### config.mk
export PLATFORM = sky130hd
export DESIGN_NAME = multdiv_iterative
export DESIGN_NICKNAME = d
export VERILOG_FILES = /design/src/rtl/multdiv_iterative.sv
export SDC_FILE = /design/constraint.sdc
export NUM_CORES = 1
export LEC_CHECK = 0
export CAP_MARGIN = 20
export CORE_MARGIN = 3
export CORE_UTILIZATION = 40
export CTS_BUF_LIST = sky130_fd_sc_hd__clkbuf_8
export CTS_CLUSTER_DIAMETER = 30
export DETAILED_ROUTE_END_ITERATION = 16
export PLACE_DENSITY = 0.68
export REMOVE_ABC_BUFFERS = 1
export SLEW_MARGIN = 30
export SYNTH_ARGS = -nofsm -noshare
export SYNTH_HDL_FRONTEND = slang
export SYNTH_SLANG_ARGS = --single-unit
### constraint.sdc
create_clock -name clock -period 6.55 [get_ports clock]
set_input_delay 0.655 -clock clock [delete_from_list [all_inputs] [get_ports clock]]
set_output_delay 0.655 -clock clock [all_outputs]
set_load 0.05 [all_outputs]
### src/rtl/multdiv_iterative.sv
// Iterative signed multiply/divide: one shift-add or restoring-divide step per cycle
// on operand magnitudes, with sign correction applied on the final step.
module multdiv_iterative #(
  parameter int WIDTH = 32,
  parameter int CNT_W = 6
) (
  input  logic             clock,
  input  logic             reset,
  input  logic [WIDTH-1:0] data_operandA,
  input  logic [WIDTH-1:0] data_operandB,
  input  logic             ctrl_MULT,
  input  logic             ctrl_DIV,
  output logic [WIDTH-1:0] data_result,
  output logic             data_exception,
  output logic             data_resultRDY,
  output logic             busy
);
  localparam logic [1:0] S_IDLE = 2'd0;
  localparam logic [1:0] S_MULT = 2'd1;
  localparam logic [1:0] S_DIV  = 2'd2;
  localparam logic [1:0] S_DONE = 2'd3;

  logic [1:0]         state_q, state_d;
  logic [CNT_W-1:0]   cnt_q, cnt_d;
  // acc holds {high, low}: product accumulator/multiplier for MULT,
  // remainder/dividend-quotient for DIV
  logic [2*WIDTH-1:0] acc_q, acc_d;
  logic [WIDTH-1:0]   mag_q, mag_d;
  logic               neg_q, neg_d, div0_q, div0_d;
  logic [WIDTH-1:0]   res_q, res_d;
  logic               exc_q, exc_d;

  logic [WIDTH-1:0]   a_mag, b_mag;
  logic [WIDTH:0]     sum, trial;
  logic [WIDTH+1:0]   diff;
  logic               ge;
  logic [WIDTH-1:0]   rem;
  logic [2*WIDTH-1:0] mul_nxt, div_nxt, prod_s;
  logic [WIDTH-1:0]   quo, quo_s;
  logic               last;

  always_comb begin
    a_mag   = data_operandA[WIDTH-1] ? -data_operandA : data_operandA;
    b_mag   = data_operandB[WIDTH-1] ? -data_operandB : data_operandB;

    sum     = {1'b0, acc_q[2*WIDTH-1:WIDTH]} + {1'b0, (acc_q[0] ? mag_q : '0)};
    mul_nxt = {sum, acc_q[WIDTH-1:1]};

    // 33-bit trial remainder so a 2^31 magnitude never wraps
    trial   = {acc_q[2*WIDTH-1:WIDTH], acc_q[WIDTH-1]};
    diff    = {1'b0, trial} - {2'b00, mag_q};
    ge      = ~diff[WIDTH+1];
    rem     = ge ? diff[WIDTH-1:0] : trial[WIDTH-1:0];
    div_nxt = {rem, acc_q[WIDTH-2:0], ge};

    prod_s  = neg_q ? -mul_nxt : mul_nxt;
    quo     = div_nxt[WIDTH-1:0];
    quo_s   = neg_q ? -quo : quo;
    last    = (cnt_q == CNT_W'(WIDTH-1));
  end

  always_comb begin
    state_d = state_q;
    cnt_d   = cnt_q;
    acc_d   = acc_q;
    mag_d   = mag_q;
    neg_d   = neg_q;
    div0_d  = div0_q;
    res_d   = res_q;
    exc_d   = exc_q;
    if (ctrl_MULT || ctrl_DIV) begin
      state_d = ctrl_MULT ? S_MULT : S_DIV;
      cnt_d   = '0;
      acc_d   = {{WIDTH{1'b0}}, (ctrl_MULT ? b_mag : a_mag)};
      mag_d   = ctrl_MULT ? a_mag : b_mag;
      neg_d   = data_operandA[WIDTH-1] ^ data_operandB[WIDTH-1];
      div0_d  = ~ctrl_MULT && (data_operandB == '0);
    end else begin
      case (state_q)
        S_MULT: begin
          acc_d = mul_nxt;
          cnt_d = cnt_q + 1'b1;
          if (last) begin
            state_d = S_DONE;
            res_d   = prod_s[WIDTH-1:0];
            exc_d   = ~((&prod_s[2*WIDTH-1:WIDTH-1]) | ~(|prod_s[2*WIDTH-1:WIDTH-1]));
          end
        end
        S_DIV: begin
          acc_d = div_nxt;
          cnt_d = cnt_q + 1'b1;
          if (last) begin
            state_d = S_DONE;
            res_d   = div0_q ? '0 : quo_s;
            // only MIN / -1 yields a positive quotient of magnitude 2^31
            exc_d   = div0_q | (~neg_q & quo[WIDTH-1]);
          end
        end
        S_DONE:  state_d = S_IDLE;
        default: state_d = S_IDLE;
      endcase
    end
  end

  always_ff @(posedge clock or posedge reset) begin
    if (reset) begin
      state_q <= S_IDLE;
      cnt_q   <= '0;
      acc_q   <= '0;
      mag_q   <= '0;
      neg_q   <= 1'b0;
      div0_q  <= 1'b0;
      res_q   <= '0;
      exc_q   <= 1'b0;
    end else begin
      state_q <= state_d;
      cnt_q   <= cnt_d;
      acc_q   <= acc_d;
      mag_q   <= mag_d;
      neg_q   <= neg_d;
      div0_q  <= div0_d;
      res_q   <= res_d;
      exc_q   <= exc_d;
    end
  end

  assign data_result    = res_q;
  assign data_exception = exc_q;
  assign data_resultRDY = (state_q == S_DONE);
  assign busy           = (state_q != S_IDLE);
endmodule

Yosys cells after proc, flatten, opt, wreduce, memory -nomap -nowiden
Index checks and enable logic that the tools add are counted.
W data, S select, Z words.
- bits in registers: 139
- logic and storage cells: 66
- output and inout bits: 35
- input bits: 68
- multiplexer cells: 23
- reduce and logical (&&, ||, !) cells: 11
- equal/unequal tests: 7
- add/subtract/negate cells: 7
- bitwise logic cells: 10
- operators with widths (cell ; number):
    $mux W32 ; 10
    $mux W64 ; 2
    $pmux W64 S2 ; 1
    $neg A32 Y32 ; 3
    $neg A64 Y64 ; 1
    $pmux W32 S2 ; 1
    $sub A33 B32 Y34 ; 1
    $add A32 B32 Y33 ; 1
    $reduce_and A33 Y1 ; 1
    $reduce_or A33 Y1 ; 1
    $logic_not A32 Y1 ; 1
    $mux W6 ; 2
    $mux W2 ; 4
    $add A6 B1 Y6 const B ; 1
    $eq A6 B5 Y1 const B ; 1
    $not A1 Y1 ; 6
    $reduce_bool A2 Y1 ; 3
    $eq A2 B2 Y1 const B ; 2
    $ne A2 B2 Y1 const B ; 2
    $reduce_and A4 Y1 ; 1
    $ne A3 B1 Y1 const B ; 1
    $reduce_bool A3 Y1 ; 1
    $eq A2 B1 Y1 const B ; 1
    $mux W1 ; 2
    7 further kinds ; 8

Longest topological paths before layout
- word-level depth: 10
- depth in mapped cells: 21
- mapped depth without buffers: 19

Least setup slack after synthesis
OpenSTA, ideal clock, no wires.
- path kind: register -> register
- start: register acc_q[0]
- end: register exc_q, in the netlist data_exception
- buffers on the path: 1
- data required time: 6.419 ns
- library setup time: 0.131 ns
- period minus slack after synthesis: 4.957 ns
- cell stages (with the launch flop): 17
- arrival time: 4.826 ns
- setup slack: 1.593 ns
- cells stage by stage: dfrtp_1 > clkbuf_1 > and2_1 > ha_1 > fa_1 > xor2_1 > or4_4 > a21o_1 > or3_1 > or4_4 > or3_4 > or4_4 > or3b_1 > a211oi_1 > o2111ai_1 > and4bb_1 > a211oi_1
- longest elaborated chain between the ends: 10
- elaborated cells on any way between the ends: 11
- those cells by class: add/sub: 2; mux: 4; bitwise: 3; reduce/logical: 2
- RTL lines (element ; RTL line ; source):
    from (decl) ; 27 ; logic [2*WIDTH-1:0] acc_q, acc_d;
    from (signal assigned) ; 109 ; acc_q <= '0;
    from (signal assigned) ; 118 ; acc_q <= acc_d;
    $mux W32 (*) ; 46 ; sum = {1'b0, acc_q[2*WIDTH-1:WIDTH]} + {1'b0, (acc_q[0] ? mag_q : '0)};
    $add A32 B32 Y33 (*) ; 46 ;
    $neg A64 Y64 ; 56 ; prod_s = neg_q ? -mul_nxt : mul_nxt;
    $mux W64 (*) ; 56 ;
    $reduce_or A33 Y1 ; 86 ; exc_d = ~((&prod_s[2*WIDTH-1:WIDTH-1]) | ~(|prod_s[2*WIDTH-1:WIDTH-1]));
    $not A1 Y1 ; 86 ;
    $or A1 B1 Y1 (*) ; 86 ;
    $not A1 Y1 (*) ; 86 ;
    $mux W1 (*) ; 83 ; if (last) begin
    $pmux W1 S2 (*) ; 79 ; case (state_q)
    to (signal assigned) ; 114 ; exc_q <= 1'b0;
    to (signal assigned) ; 123 ; exc_q <= exc_d;
    to (decl) ; 31 ; logic exc_q, exc_d;
Mark *: on every way between the ends. The rest lies on a longest branch, timed or not. The select of a mux whose other input is x is not followed.
A chain may end at the register's enable or synchronous reset.

Worst setup path after layout
Ends and elaborated chain as after synthesis.

==> flow_summary.json <==
{
  "cts_buffer_depth": 2,
  "yosysUniqueCellTypes": 80,
  "coreArea_um2": 36700,
  "routabilityCongestion": 0.951,
  "initial_core_util": 0.408,
  "arrival_ns": 6.40,
  "ys_seq_elements": 139,
  "rsz0062_at_grt": "false",
  "fp.dieH_um": 199,
  "dp_hpwl_um": 37900,
  "fin_skew_ns": 0.0201,
  "die_w_um": 199,
  "synth_edf_count": 0,
  "drt_iter0_markers": 1447,
  "post-route-cell-area_um2": 16600,
  "vdd_ir_drop_max_v": 0.000333,
  "nNetsFinal": 2167,
  "hold_violations": 0,
  "yosysTopAreaCellShare": 0.233,
  "synth-simple-area-share": 0.231,
  "postSynthAreaPerCell_um2": 7.39,
  "synth_xor_area_frac": 0.110,
  "yosysMostFrequentCell": "nor2_1",
  "cts.sinks": 139,
  "ios": 103,
  "cts_buffers": 17,
  "synthCells": 2025,
  "grt_overflow_total": 0,
  "cp_max_fo": 26,
  "wl_per_cell_um": 20.3,
  "drive_gt1_frac": 0.0545,
  "ctsResizeCount": 0,
  "ctsHoldBuffers": 0,
  "slew_headroom": 0.358,
  "synth_area_leader_cell": "dfrtp_1",
  "final-max-slew-violation-count": 0,
  "yosys-top-cells-count": "nor2_1 (228), nand2_1 (197), a21oi_1 (166)",
  "synthAdderAreaFrac": 0.0637,
  "synthMuxAreaShare": 0.0196,
  "dr.pass1.iters": 8,
  "postPlaceCellArea_um2": 16200,
  "antenna_found_initial": 1,
  "crit_required_ns": 6.91,
  "ys.flop_type": "dfrtp_1",
  "drc_errors": 0,
  "cellPowerDensity_nw_per_um2": 232,
  "hold_path.class": "reg -> reg",
  "grt_pass1_vias": 14500,
  "track_usage": 0.249,
  "cp-start-kind": "register",
  "area_growth_pct": 11.0,
  "htree_levels": 4,
  "maxCapViolCount": 0,
  "routed_wl_um": 50800,
  "numPortBuffers": 102,
  "synth_top_family_by_area": "compound AO/OA/AOI/OAI gates",
  "grt_max_degree": 92,
  "finalSetupViolations": 0,
  "final_cells": 2506,
  "rows": 70,
  "synthTopCellsByArea": "dfrtp_1 (23%), ha_1 (6.1%), xor2_1 (5.8%)",
  "fillers": 3674,
  "vias_per_cell": 6.20,
  "endpoint_kind": "register",
  "ant_nets": 0,
  "cts_tree": "yes",
  "place_inst": 2473,
  "power.leakage_nw": 6.90,
  "fmax_ghz": 0.165,
  "final_util": 0.452,
  "synth_area_um2": 15000,
  "crit_type": "reg -> reg",
  "ys_async_sr_fraction": 1.00,
  "clock_latency_ns": 0.48,
  "post-route-min-period_ns": 6.04,
  "tightest_slew_ns": 0.939,
  "grt_pass1_wl_um": 79400,
  "status": "completed",
  "dieArea_um2": 39700,
  "cts_setup_buffers": 0,
  "synth_warnings": 0,
  "cts.root.buffer_cell": "clkbuf_8",
  "clk_pin_slew_ns": 0.10,
  "period_share": 0.923,
  "vias": 15500,
  "synth_compound_area_frac": 0.287,
  "ys_seq_area_frac": 0.233,
  "power.total_mw": 3.85
}
-- final timing paths --
path	from	endpoint	slack [ns]	depth (start not counted)
min in group asynchronous	reset	acc_q[44]	0.68	2
hold reg to reg	data_result[10]	data_result[10]	0.49	2
setup reg to reg	acc_q[0]	data_exception	0.51	16
setup / recovery	acc_q[0]	data_exception	0.51	16
hold / removal	data_result[10]	data_result[10]	0.49	2
max in group asynchronous	reset	neg_q	4.62	3
-- area by class of cell --
cell class	count	area [µm²]	area share
sequential	139	3480	0.210
multi-input combinational	1664	10700	0.642
clock buffer	17	234	0.0141
tap	468	586	0.0353
timing repair buffer	129	1220	0.0734
antenna	1	2.50	0.000151
clock inverter	15	131	0.00791
inverter	73	284	0.0171
-- placed cells by master (no fill, tap or decap), types with 37 or more instances in the layout --
cell type	n
nor2_1	226
inv_1	70
o21ai_0	158
a21oi_1	166
dfrtp_1	138
nor3_1	37
nand2_1	197
clkdlybuf4s50_1	101
xnor2_1	88
ha_1	71
xor2_1	99
or3_1	37
a211oi_1	39
o31ai_1	37
nand2b_1	37
-- worst max-delay path, cell delays in order (launching register included) --
cell,delay (ns)
dfrtp_1,0.60
clkinv_1,0.39
buf_4,0.35
nor2_1,0.14
ha_1,0.30
nand2_1,0.20
o31ai_1,0.55
a2111oi_0,0.23
a311oi_2,0.71
nand3_1,0.34
nor4_1,0.53
and3_1,0.38
xnor2_1,0.08
or3_1,0.31
a2111oi_0,0.47
o2111a_1,0.26
a211oi_1,0.07
-- power breakdown --
group	switching, mW	internal [mW]
clock	0.424	0.276
combinational	1.25	0.705
sequential	0.183	1.01
total	1.86	1.99
-- state kept, by name, indices dropped and copies added, names as in the netlist --
signal and cells:
acc_q 64, data_result 32, mag_q 32, cnt_q 6, state_q 2, data_exception 1, div0_q 1, neg_q 1
-- logic make-up (layout without fill, tap and decap cells) --
logic type / after synthesis / after routing
AO/OA/AOI/OAI: 657 / 657
XOR/XNOR: 187 / 187
adder cells (fa/ha/maj): 75 / 75
buffers and inverters: 222 / 234
flip-flops: 139 / 139
multiplexers: 28 / 28
other: 0 / 1
AND/OR/NAND/NOR: 717 / 717
-- per-stage QoR --
stage          hold WS, ns  TNS [ns]  setup slack [ns]
3_5_place_dp         0.476         0             0.659
2_1_floorplan        0.494     -4.85            -0.467
3_3_place_gp         0.468         0             0.849
4_1_cts              0.499         0             0.609
5_1_grt              0.516         0            0.0799
6_report             0.495         0             0.507
-- metal layers --
| metal | GRT usage | share of wire |
|---|---|---|
| met1 | 0.354 | 0.45 |
| met5 | 0 | 0 |
| met3 | 0.0381 | 0.071 |
| met2 | 0.390 | 0.45 |
| met4 | 0.0809 | 0.027 |
Note: power is estimated with default switching activity, not from simulation.
